===== config.mk =====
export PLATFORM = sky130hd
export DESIGN_NAME = joystick_adc_scheduler
export DESIGN_NICKNAME = d
export VERILOG_FILES = /design/src/rtl/joystick_adc_scheduler.sv
export SDC_FILE = /design/constraint.sdc
export NUM_CORES = 1
export LEC_CHECK = 0
export BUFFER_PORTS_ARGS = -buffer_cell sky130_fd_sc_hd__clkbuf_2
export CELL_PAD_IN_SITES_DETAIL_PLACEMENT = 1
export CELL_PAD_IN_SITES_GLOBAL_PLACEMENT = 1
export CORE_ASPECT_RATIO = 0.7
export CORE_UTILIZATION = 43
export DETAILED_ROUTE_END_ITERATION = 8
export PLACE_DENSITY_LB_ADDON = 0.1
export SYNTH_ARGS = -nofsm -noshare
export SYNTH_HDL_FRONTEND = slang
export SYNTH_SLANG_ARGS = --single-unit

===== constraint.sdc =====
create_clock -name clk -period 4.4 [get_ports clk]
set_input_delay 1.1 -clock clk [delete_from_list [all_inputs] [get_ports clk]]
set_output_delay 1.1 -clock clk [all_outputs]
set_load 0.1 [all_outputs]

===== src/rtl/joystick_adc_scheduler.sv =====
// Joystick ADC scheduler: time-shares one ADC between the X and Y axes,
// runs a periodic X-then-Y scan round with a start/done handshake and
// commits both axis values atomically. A hung conversion aborts the round.
module joystick_adc_scheduler #(
  parameter int unsigned SCAN_PERIOD    = 1000,
  parameter int unsigned TIMEOUT_CYCLES = 255,
  parameter logic [3:0]  CH_X           = 4'd6,
  parameter logic [3:0]  CH_Y           = 4'd7,
  parameter logic [9:0]  CENTER_VAL     = 10'd512
) (
  input  logic       clk,
  input  logic       rst,
  input  logic       enable,
  output logic       adc_start,
  output logic [3:0] adc_ch,
  input  logic       adc_done,
  input  logic [9:0] adc_data,
  output logic [9:0] x_axis_out,
  output logic [9:0] y_axis_out,
  output logic       sample_valid,
  output logic       timeout_err
);

  localparam int unsigned DATA_W = 10;
  localparam int unsigned CH_W   = 4;
  localparam int unsigned PER_W  = (SCAN_PERIOD > 2) ? $clog2(SCAN_PERIOD) : 1;
  localparam int unsigned TO_W   = (TIMEOUT_CYCLES > 1) ? $clog2(TIMEOUT_CYCLES) : 1;

  localparam logic [PER_W-1:0] PER_LAST = PER_W'(SCAN_PERIOD - 1);
  localparam logic [TO_W-1:0]  TO_LAST  = TO_W'(TIMEOUT_CYCLES - 1);

  typedef enum logic [2:0] {
    S_IDLE    = 3'd0,
    S_START_X = 3'd1,
    S_WAIT_X  = 3'd2,
    S_START_Y = 3'd3,
    S_WAIT_Y  = 3'd4
  } state_t;

  state_t             state_q,  state_d;
  logic [PER_W-1:0]   period_q, period_d;
  logic [TO_W-1:0]    wait_q,   wait_d;
  logic [DATA_W-1:0]  shadow_q, shadow_d;
  logic [DATA_W-1:0]  x_q,      x_d;
  logic [DATA_W-1:0]  y_q,      y_d;
  logic [CH_W-1:0]    ch_q,     ch_d;
  logic               start_q,  start_d;
  logic               valid_q,  valid_d;
  logic               terr_q,   terr_d;

  // State and registered outputs; adc_start is set on entry to a start state
  // so that it is high for exactly the cycle the FSM sits in S_START_*.
  always_ff @(posedge clk) begin
    if (rst) begin
      state_q  <= S_IDLE;
      period_q <= '0;
      wait_q   <= '0;
      shadow_q <= CENTER_VAL;
      x_q      <= CENTER_VAL;
      y_q      <= CENTER_VAL;
      ch_q     <= CH_X;
      start_q  <= 1'b0;
      valid_q  <= 1'b0;
      terr_q   <= 1'b0;
    end else begin
      state_q  <= state_d;
      period_q <= period_d;
      wait_q   <= wait_d;
      shadow_q <= shadow_d;
      x_q      <= x_d;
      y_q      <= y_d;
      ch_q     <= ch_d;
      start_q  <= start_d;
      valid_q  <= valid_d;
      terr_q   <= terr_d;
    end
  end

  // Next-state and next-output decode for the scan round.
  always_comb begin
    state_d  = state_q;
    period_d = period_q;
    wait_d   = wait_q;
    shadow_d = shadow_q;
    x_d      = x_q;
    y_d      = y_q;
    ch_d     = ch_q;
    start_d  = 1'b0;
    valid_d  = 1'b0;
    terr_d   = 1'b0;

    case (state_q)
      S_IDLE: begin
        // Period counter only advances on enabled cycles and holds otherwise.
        if (enable) begin
          if (period_q == PER_LAST) begin
            period_d = '0;
            state_d  = S_START_X;
            start_d  = 1'b1;
            ch_d     = CH_X;
          end else begin
            period_d = period_q + PER_W'(1);
          end
        end
      end

      S_START_X: begin
        wait_d  = '0;
        state_d = S_WAIT_X;
      end

      S_WAIT_X: begin
        // A done strobe on the last wait cycle still counts as success.
        if (adc_done) begin
          shadow_d = adc_data;
          state_d  = S_START_Y;
          start_d  = 1'b1;
          ch_d     = CH_Y;
        end else if (wait_q == TO_LAST) begin
          terr_d  = 1'b1;
          state_d = S_IDLE;
        end else begin
          wait_d = wait_q + TO_W'(1);
        end
      end

      S_START_Y: begin
        wait_d  = '0;
        state_d = S_WAIT_Y;
      end

      S_WAIT_Y: begin
        // Both axes commit together; an aborted round leaves them untouched.
        if (adc_done) begin
          x_d     = shadow_q;
          y_d     = adc_data;
          valid_d = 1'b1;
          state_d = S_IDLE;
        end else if (wait_q == TO_LAST) begin
          terr_d  = 1'b1;
          state_d = S_IDLE;
        end else begin
          wait_d = wait_q + TO_W'(1);
        end
      end

      default: begin
        state_d = S_IDLE;
      end
    endcase
  end

  assign adc_start    = start_q;
  assign adc_ch       = ch_q;
  assign x_axis_out   = x_q;
  assign y_axis_out   = y_q;
  assign sample_valid = valid_q;
  assign timeout_err  = terr_q;

endmodule


Yosys cells after proc, flatten, opt, wreduce, memory -nomap -nowiden

Cells that the tools add are included.

$add $sub $neg: 2
Multipliers: 0
Div/mod/pow operators: 0
$lt $le $gt $ge: 0
Equal/unequal tests: 11
Shift operators: 0
Muxes and demuxes: 19
Bitwise operators: 2
Reduce and logical (&&, ||, !) cells: 13

Operator list:

| operator                | number |
|---|---|
| $mux W8                 | 2 |
| $pmux W8 S2             | 1 |
| $mux W3                 | 5 |
| $pmux W3 S5             | 1 |
| $mux W4                 | 3 |
| $add A10 B1 Y10 const B | 1 |
| $eq A10 B10 Y1 const B  | 1 |
| $mux W10                | 1 |
| $ne A2 B2 Y1 const B    | 5 |
| $add A8 B1 Y8 const B   | 1 |
| $eq A8 B8 Y1 const B    | 1 |
| $pmux W4 S2             | 1 |
| $reduce_and A2 Y1       | 4 |
| $eq A3 B2 Y1 const B    | 2 |
| $reduce_or A2 Y1        | 3 |
| $mux W1                 | 4 |
| $reduce_and A4 Y1       | 1 |
| $reduce_bool A2 Y1      | 2 |
| $eq A3 B1 Y1 const B    | 1 |
| $eq A3 B3 Y1 const B    | 1 |
| $logic_not A3 Y1        | 1 |
| $reduce_and A3 Y1       | 1 |
| $reduce_or A3 Y1        | 1 |
| $not A1 Y1              | 2 |
| $pmux W1 S2             | 1 |

Register bits after elaboration: 58
Bits in latches: 0
Bits in writable memories: 0
Memory bits (read-only): 0
Bits of input ports: 14
Output and inout bits: 27
Word-level logic and storage cells: 57
Memories: 0

Logic depth before layout (Yosys ltp)

Gate-level depths: netlist of the first run.

Word-level depth: 4
Mapped depth: 6
Mapped depth without buffers: 5

Least setup slack after synthesis of the first run

OpenSTA, ideal clock, no wires.

Path type: input to register
Start: input enable
End: register period_q[9]
Data arrival time: 2168 ps
Required time: 4280 ps
Setup slack: 2112 ps
Stages: 5
Buffers on the path: 1
Cell sequence: or4b_4 buf_6 nor4_1 xnor2_1 nor2_1

Word-level cells in the longest chain between the ends: 1

Ends and longest elaborated chain:

| what                        | RTL line | source |
|---|---|---|
| start, declared             | 13       | `input logic enable,` |
| $reduce_and A2 Y1 (no line) | --       |  |
| end signal, assigned        | 67       | `period_q <= period_d;` |
| end, declared               | 41       | `logic [PER_W-1:0] period_q, period_d;` |

Every way passes these cells.
A chain may end at the register's enable or synchronous reset.

Worst setup path in the final report of the first run

Start: input enable
End: register ch_q[0] (netlist: adc_ch[0])

Word-level cells in the longest chain between the ends: 2

Ends and longest elaborated chain:

| what                        | RTL line | source |
|---|---|---|
| $ne A2 B2 Y1 (no line)      | --       |  |
| $reduce_and A4 Y1 (no line) | --       |  |
| end signal, assigned        | 72       | `ch_q <= ch_d;` |
| end, declared               | 46       | `logic [CH_W-1:0] ch_q, ch_d;` |

Every way passes these cells.

==> out/metrics.yaml, run 1 <==
status: "finished, final reports clean"
reg2reg_depth: 5
holdPathEnd: "x_axis_out[6]"
vias_per_cell: 5.09
synth_edf_count: 0
fin_skew_ps: 4.72
p_per_area_nw_per_um2: 319
netlist_instances: 276
hold_depth: 2
worstMarginPinSlew_ps: 897
maxCapViolCount: 0
clkSinkCount: 55
syn_area_per_cell_um2: 8.27
vdd_drop_max_mv: 0.127
place.gp.congestion: 0.754
async_reset_ff_frac: 0
synth-seq-cells: 55
yosysWarnings: 0
drt_wl_total_mm: 4.96
num_io_pins: 41
layout_common_cells: "nand2_1 (73), dfxtp_1 (55), clkbuf_2 (37)"
insertion_delay_ps: 300
syn_area_um2: 2280
syn2layout_area_growth_pct: 11.1
die_h_um: 63.0
period_share: 0.506
antenna_found_initial: 0
final_core_util: 0.513
rows: 21
synth_largest_area_cell: "dfxtp_1"
post_cts_buffers: 0
p_leak_nw: 0.919
synth_cell_types: 41
h-tree-depth: 2
vias: 1895
rr_endpoint: "adc_start"
grt_overflow: 0
cp.required_ps: 4570
final_common_cell: "nand2_1"
grt_max_degree: 47
fin_hold_ws_ps: 459
cts_tree: "done"
drt_iter0_markers: 89
ctsHoldBuffers: 0
clk_pin_slew_worst_paths_ps: 100
yosysSeqAreaShare: 0.482
cts_resized: 0
crit_fanout: 7
clockBufferDepth: 2
drive_gt1_frac: 0.168
drc: 0
relSlewSlack: 0.402
crit-reg2reg-launch: "period_q[0]"
dp_slack_ps: 1800
dieArea_um2: 5610
fmax_mhz: 449
fin_ws_ps: 2170
diodes: 0
fin_nets: 319
synth_area_leaders: "dfxtp_1 (48%), nand2_1 (12%), a21oi_1 (7.7%)"
fin_tns_setup_ps: 0
grt_pass1_wl_mm: 8.47
min_from: "x_axis_out[6]"
numPortBuffers: 37
synth_top_area_frac: 0.482
grt_usage: 0.194
dr.pass1.iters: 4
synthFlopType: "dfxtp_1"
setup_violations: 0
fill_cells: 627
start_kind: "primary input"
r2r_setup_slack_ps: 2500
startpoint: "enable"
finalPower_uw: 808
grt_setup_unrepaired: "false"
hold_viol: 0
cts_made_buffers: 5
die_w_um: 89.1
core_um2: 4940
crit_type: "primary input to flop"
fin_crit_ps: 2230
initial_core_util: 0.462
place_hpwl_mm: 3.54
hold_class: "flop to flop"
clockRootBuffer: "clkbuf_8"
critPathArrivalTime_ps: 2390
grt_pass1_vias: 1881
drtAntennaViolNets: 0
crit_path_end_kind: "flop"
timing_max_transition_violations_final: 0
avgRoutedWirePerCell_um: 13.3
-- registers in the layout (all words and copies together) (netlist names) --
name / flops
y_axis_out: 10
wait_q: 8
x_axis_out: 10
adc_start: 1
sample_valid: 1
adc_ch: 1
shadow_q: 10
state_q: 3
period_q: 10
timeout_err: 1
-- cell type report --
class                      instances  area, um^2  share of cell area
clock buffer                       6        72.6              0.0286
clock inverter                     2        12.5             0.00493
inverter                           6        22.5             0.00888
multi-input combinational        197        1060               0.416
sequential                        55        1100               0.434
tap                               69        86.3              0.0340
timing repair buffer              37         185              0.0730
-- power breakdown --
group          leakage, nW  switching, mW  total (mW)  internal, mW
Combinational        0.434         0.0268      0.0357       0.00889
Sequential           0.443        0.00131       0.500         0.499
Clock               0.0412          0.161       0.272         0.112
Total                0.919          0.189       0.808         0.619
-- through the flow --
step                area, um^2  instances
CTS                       2540        372
finish                    2540        372
detailed placement        2450        364
global route              2540        372
global placement          2450        364
floorplan                 2290        277
-- synthesized netlist by cell type (all sizes together) (2+ instances only) --
library cell	number
nor4	6
xor2	2
and2b	2
o31ai	3
nor3	6
buf	7
xnor2	7
a21oi	35
mux2i	2
or4	4
and4	2
o21ai	2
inv	6
or3	3
nor2	12
nand3b	5
nand3	8
nand2	73
clkbuf	12
ha	3
conb	2
nand4	4
dfxtp	55
-- worst max-delay path: stages --
cell and delay (ps):
clkbuf_2 100, nor4b_1 660, a41o_1 420, o22ai_1 110
-- worst max path at each step --
stage                   to  slack, ps
6_report         adc_ch[0]       2170
3_3_place_gp     adc_ch[0]       1930
4_1_cts          adc_ch[0]       2140
3_5_place_dp     adc_ch[0]       1800
5_1_grt          adc_ch[0]       2090
2_1_floorplan  period_q[9]       2110
-- cells by family (layout without fill, tap and decap cells) --
kind of cell,after synthesis,in the layout,synth area share
simple gates,133,133,0.282
xor+xnor,9,9,0.0345
mux,2,2,0.00877
flops,55,55,0.482
buf+inv,25,51,0.0565
fa+ha+maj,3,3,0.0164
other cells,2,3,0.00329
compound gates,47,47,0.116
-- layer usage --
metal	track usage	vias up	wire (um)
li1	-	982	-
met1	0.254	879	2570
met2	0.314	29	2160
met3	0.0502	5	201
met4	0.0536	0	40
met5	0	-	0
Note: power is estimated with default switching activity, not from simulation.
==> run 2, diff against run 1 <==
--- a/config.mk
+++ b/config.mk
@@ -5,11 +5,12 @@
 export SDC_FILE = /design/constraint.sdc
 export NUM_CORES = 1
 export LEC_CHECK = 0
+export ABC_AREA = 1
 export BUFFER_PORTS_ARGS = -buffer_cell sky130_fd_sc_hd__clkbuf_2
 export CELL_PAD_IN_SITES_DETAIL_PLACEMENT = 1
 export CELL_PAD_IN_SITES_GLOBAL_PLACEMENT = 1
 export CORE_ASPECT_RATIO = 0.7
-export CORE_UTILIZATION = 43
+export CORE_UTILIZATION = 40
 export DETAILED_ROUTE_END_ITERATION = 8
 export PLACE_DENSITY_LB_ADDON = 0.1
 export SYNTH_ARGS = -nofsm -noshare
==> constraint.sdc (replaced) <==
create_clock -name clk -period 2.1 [get_ports clk]
set_input_delay 0.525 -clock clk [delete_from_list [all_inputs] [get_ports clk]]
set_output_delay 0.525 -clock clk [all_outputs]
set_load 0.1 [all_outputs]
==> run 2 against run 1 <==
  * First-iteration DRC count up 4.5%
  * Die area up 12%
  * Non-clock buffer count up 3
  * Total power up 130%
  * Cell area up 7.3%
  * Clock power rose to 2.6 times the previous value
  * Sequential cell count unchanged
  * Register-to-register slack worse by 1900 ps
  * Area after synthesis up 4.3%
  * Largest cell class is now multi-input gates
==> out/metrics.yaml, run 2 <==
status: "finished, final reports clean"
antenna_found_initial: 0  # unchanged
critPathArrivalTime_ps: 1140  # -1250 ps
dr.pass1.iters: 6  # +2
grt_pass1_wl_mm: 9.34  # +10%
yosysWarnings: 0  # unchanged
die_w_um: 94.2  # +5.7%
timing_max_transition_violations_final: 0  # unchanged
synth_largest_area_cell: "dfxtp_1"
synth_top_area_frac: 0.463  # -0.0198
grt_max_degree: 26  # -45%
seqCellArea_um2: 1100  # unchanged
fin_nets: 366  # +15%
layout_common_cells: "nand2_1 (92), dfxtp_1 (55), a21oi_1 (41)"
clkSinkCount: 55  # unchanged
synth-seq-cells: 55  # unchanged
crit_path_cell_trace: "clkbuf_2"
synthFlopType: "dfxtp_1"
crit_fanout: 2  # -5
vias_per_cell: 4.84  # -5.0%
avgRoutedWirePerCell_um: 13.4  # +0.66%
cts_tree: "done"
post_cts_buffers: 0  # unchanged
vias: 2052  # +8.3%
finalPower_mw: 1.83  # +130%
drt_wl_total_mm: 5.69  # +15%
period_share: 0.792
drive_gt1_frac: 0.203  # +0.0351
place.gp.congestion: 0.766  # +1.7%
fin_tns_setup_ps: 0  # unchanged
fmax_mhz: 602
grt_setup_unrepaired: "false"
grt_pass1_vias: 1948  # +3.6%
relSlewSlack: 0.634  # +0.232
synth_edf_count: 0  # unchanged
clk_pin_slew_worst_paths_ps: 100  # about the same
clockBufferDepth: 2  # unchanged
die_h_um: 66.5  # +5.7%
drtAntennaViolNets: 0  # unchanged
maxCapViolCount: 0  # unchanged
core_um2: 5730  # +16%
worstMarginPinSlew_ps: 551  # -346 ps
multi_input_area_um2: 1120  # +6.2%
yosysSeqAreaShare: 0.463  # -0.0198
cpPeakStageDelay_ps: 470  # -190 ps
fin_crit_ps: 1660
h-tree-depth: 2  # unchanged
cts_made_buffers: 5  # unchanged
hold_class: "primary input to flop"
async_reset_ff_frac: 0  # unchanged
crit_path_end_kind: "output pin"
drc: 0  # unchanged
setup_violations: 0  # unchanged
syn2layout_area_growth_pct: 14.3
synth_cell_types: 33  # -20%
initial_core_util: 0.416  # -0.0465
fill_cells: 757  # +21%
crit_type: "flop to output pin"
vdd_drop_max_mv: 0.342  # +170%
numPortBuffers: 37  # unchanged
clockRootBuffer: "clkbuf_8"
yosys-top-cells-count: "nand2_1 (92), dfxtp_1 (55), a21oi_1 (41)"
netlist_instances: 314  # +14%
insertion_delay_ps: 310  # about the same
grt_usage: 0.192  # -0.00140
cts_resized: 0  # unchanged
path_buf_inv: 1  # unchanged
p_leak_nw: 1.11  # +20%
hold_viol: 0  # unchanged
num_io_pins: 41  # unchanged
final_common_cell: "nand2_1"
cp.required_ps: 1570  # -3000 ps
cp_top_family: "buffers and inverters"
diodes: 0  # unchanged
synth.most_common_cell: "nand2_1"
dieArea_um2: 6270  # +12%
start_kind: "flop"
syn_area_um2: 2380  # +4.3%
ctsHoldBuffers: 0  # unchanged
rows: 23  # +9.5%
drt_iter0_markers: 93  # +4.5%
grt_overflow: 0  # unchanged
synth_area_leaders: "dfxtp_1 (46%), nand2_1 (15%), a21oi_1 (8.6%)"
cp_slowest_cell: "clkbuf_2"
place_hpwl_mm: 4.24  # +20%
fin_skew_ps: 9.27  # +4.55 ps
syn_area_per_cell_um2: 7.58  # -8.3%
p_per_area_nw_per_um2: 672  # +110%
[run 2: cell count changes after synthesis, sizes merged, moves of 6 or more]
cell,before,now
nand2,73,100
nand3,8,27
inv,6,23
nor2,12,27
clkbuf,12,5
a21oi,35,41
xnor2,7,1
[run 2: layout make-up]
type / count / share of cell area
Tap cell: 75 / 0.0345
Clock buffer: 5 / 0.0253
Clock inverter: 2 / 0.0138
Sequential cell: 55 / 0.405
Multi-Input combinational cell: 223 / 0.412
Inverter: 24 / 0.0331
Timing Repair Buffer: 40 / 0.0764
[run 2: kinds of logic after synthesis]
logic type,Yosys count,synth area share
xor gates and xnor gates,5,0.0184
buffers and inverters,37,0.0678
DFF,55,0.463
AOI/OAI and AO/OA,52,0.115
other,2,0.00316
adders and majority gates,3,0.0158
and+or+nand+nor,160,0.317
[run 2: routing by layer]
layer | up-vias | routed length (um) | GRT usage
met5 | - | 0 | 0
met4 | 0 | 59 | 0.0577
met3 | 8 | 174 | 0.0422
met2 | 29 | 2450 | 0.284
met1 | 937 | 3010 | 0.278
li1 | 1078 | - | -
[run 2: path summary, 6_finish.rpt]
check                              startpoint       endpoint  slack (ps)  cells past startpoint
worst max-delay path            x_axis_out[7]  x_axis_out[7]         440                      1
worst min-delay path              adc_data[9]  y_axis_out[9]         430                      3
worst max register to register     state_q[1]  y_axis_out[3]         610                      7
worst min register to register    shadow_q[9]  x_axis_out[9]         470                      2
[run 2: through the flow]
| step | hold slack [ps] | setup slack, ps | cells | utilization | area (um^2) |
|---|---|---|---|---|---|
| 2_1_floorplan | 429 | 650 | 315 | - | 2380 |
| 3_3_place_gp | 449 | 661 | 417 | 0.456 | 2610 |
| 3_5_place_dp | 447 | 626 | 417 | 0.456 | 2610 |
| 4_1_cts | 424 | 429 | 424 | 0.475 | 2720 |
| 5_1_grt | 446 | 385 | 424 | 0.475 | 2720 |
| 6_report | 431 | 438 | 424 | 0.475 | 2720 |
[run 2: power breakdown]
group          total (mW)  internal, mW  switching, mW  leakage (nW)
Combinational      0.0785        0.0179         0.0606         0.613
Clock               0.701         0.349          0.352        0.0502
Sequential           1.05          1.05        0.00307         0.443
Total                1.83          1.41          0.416          1.11
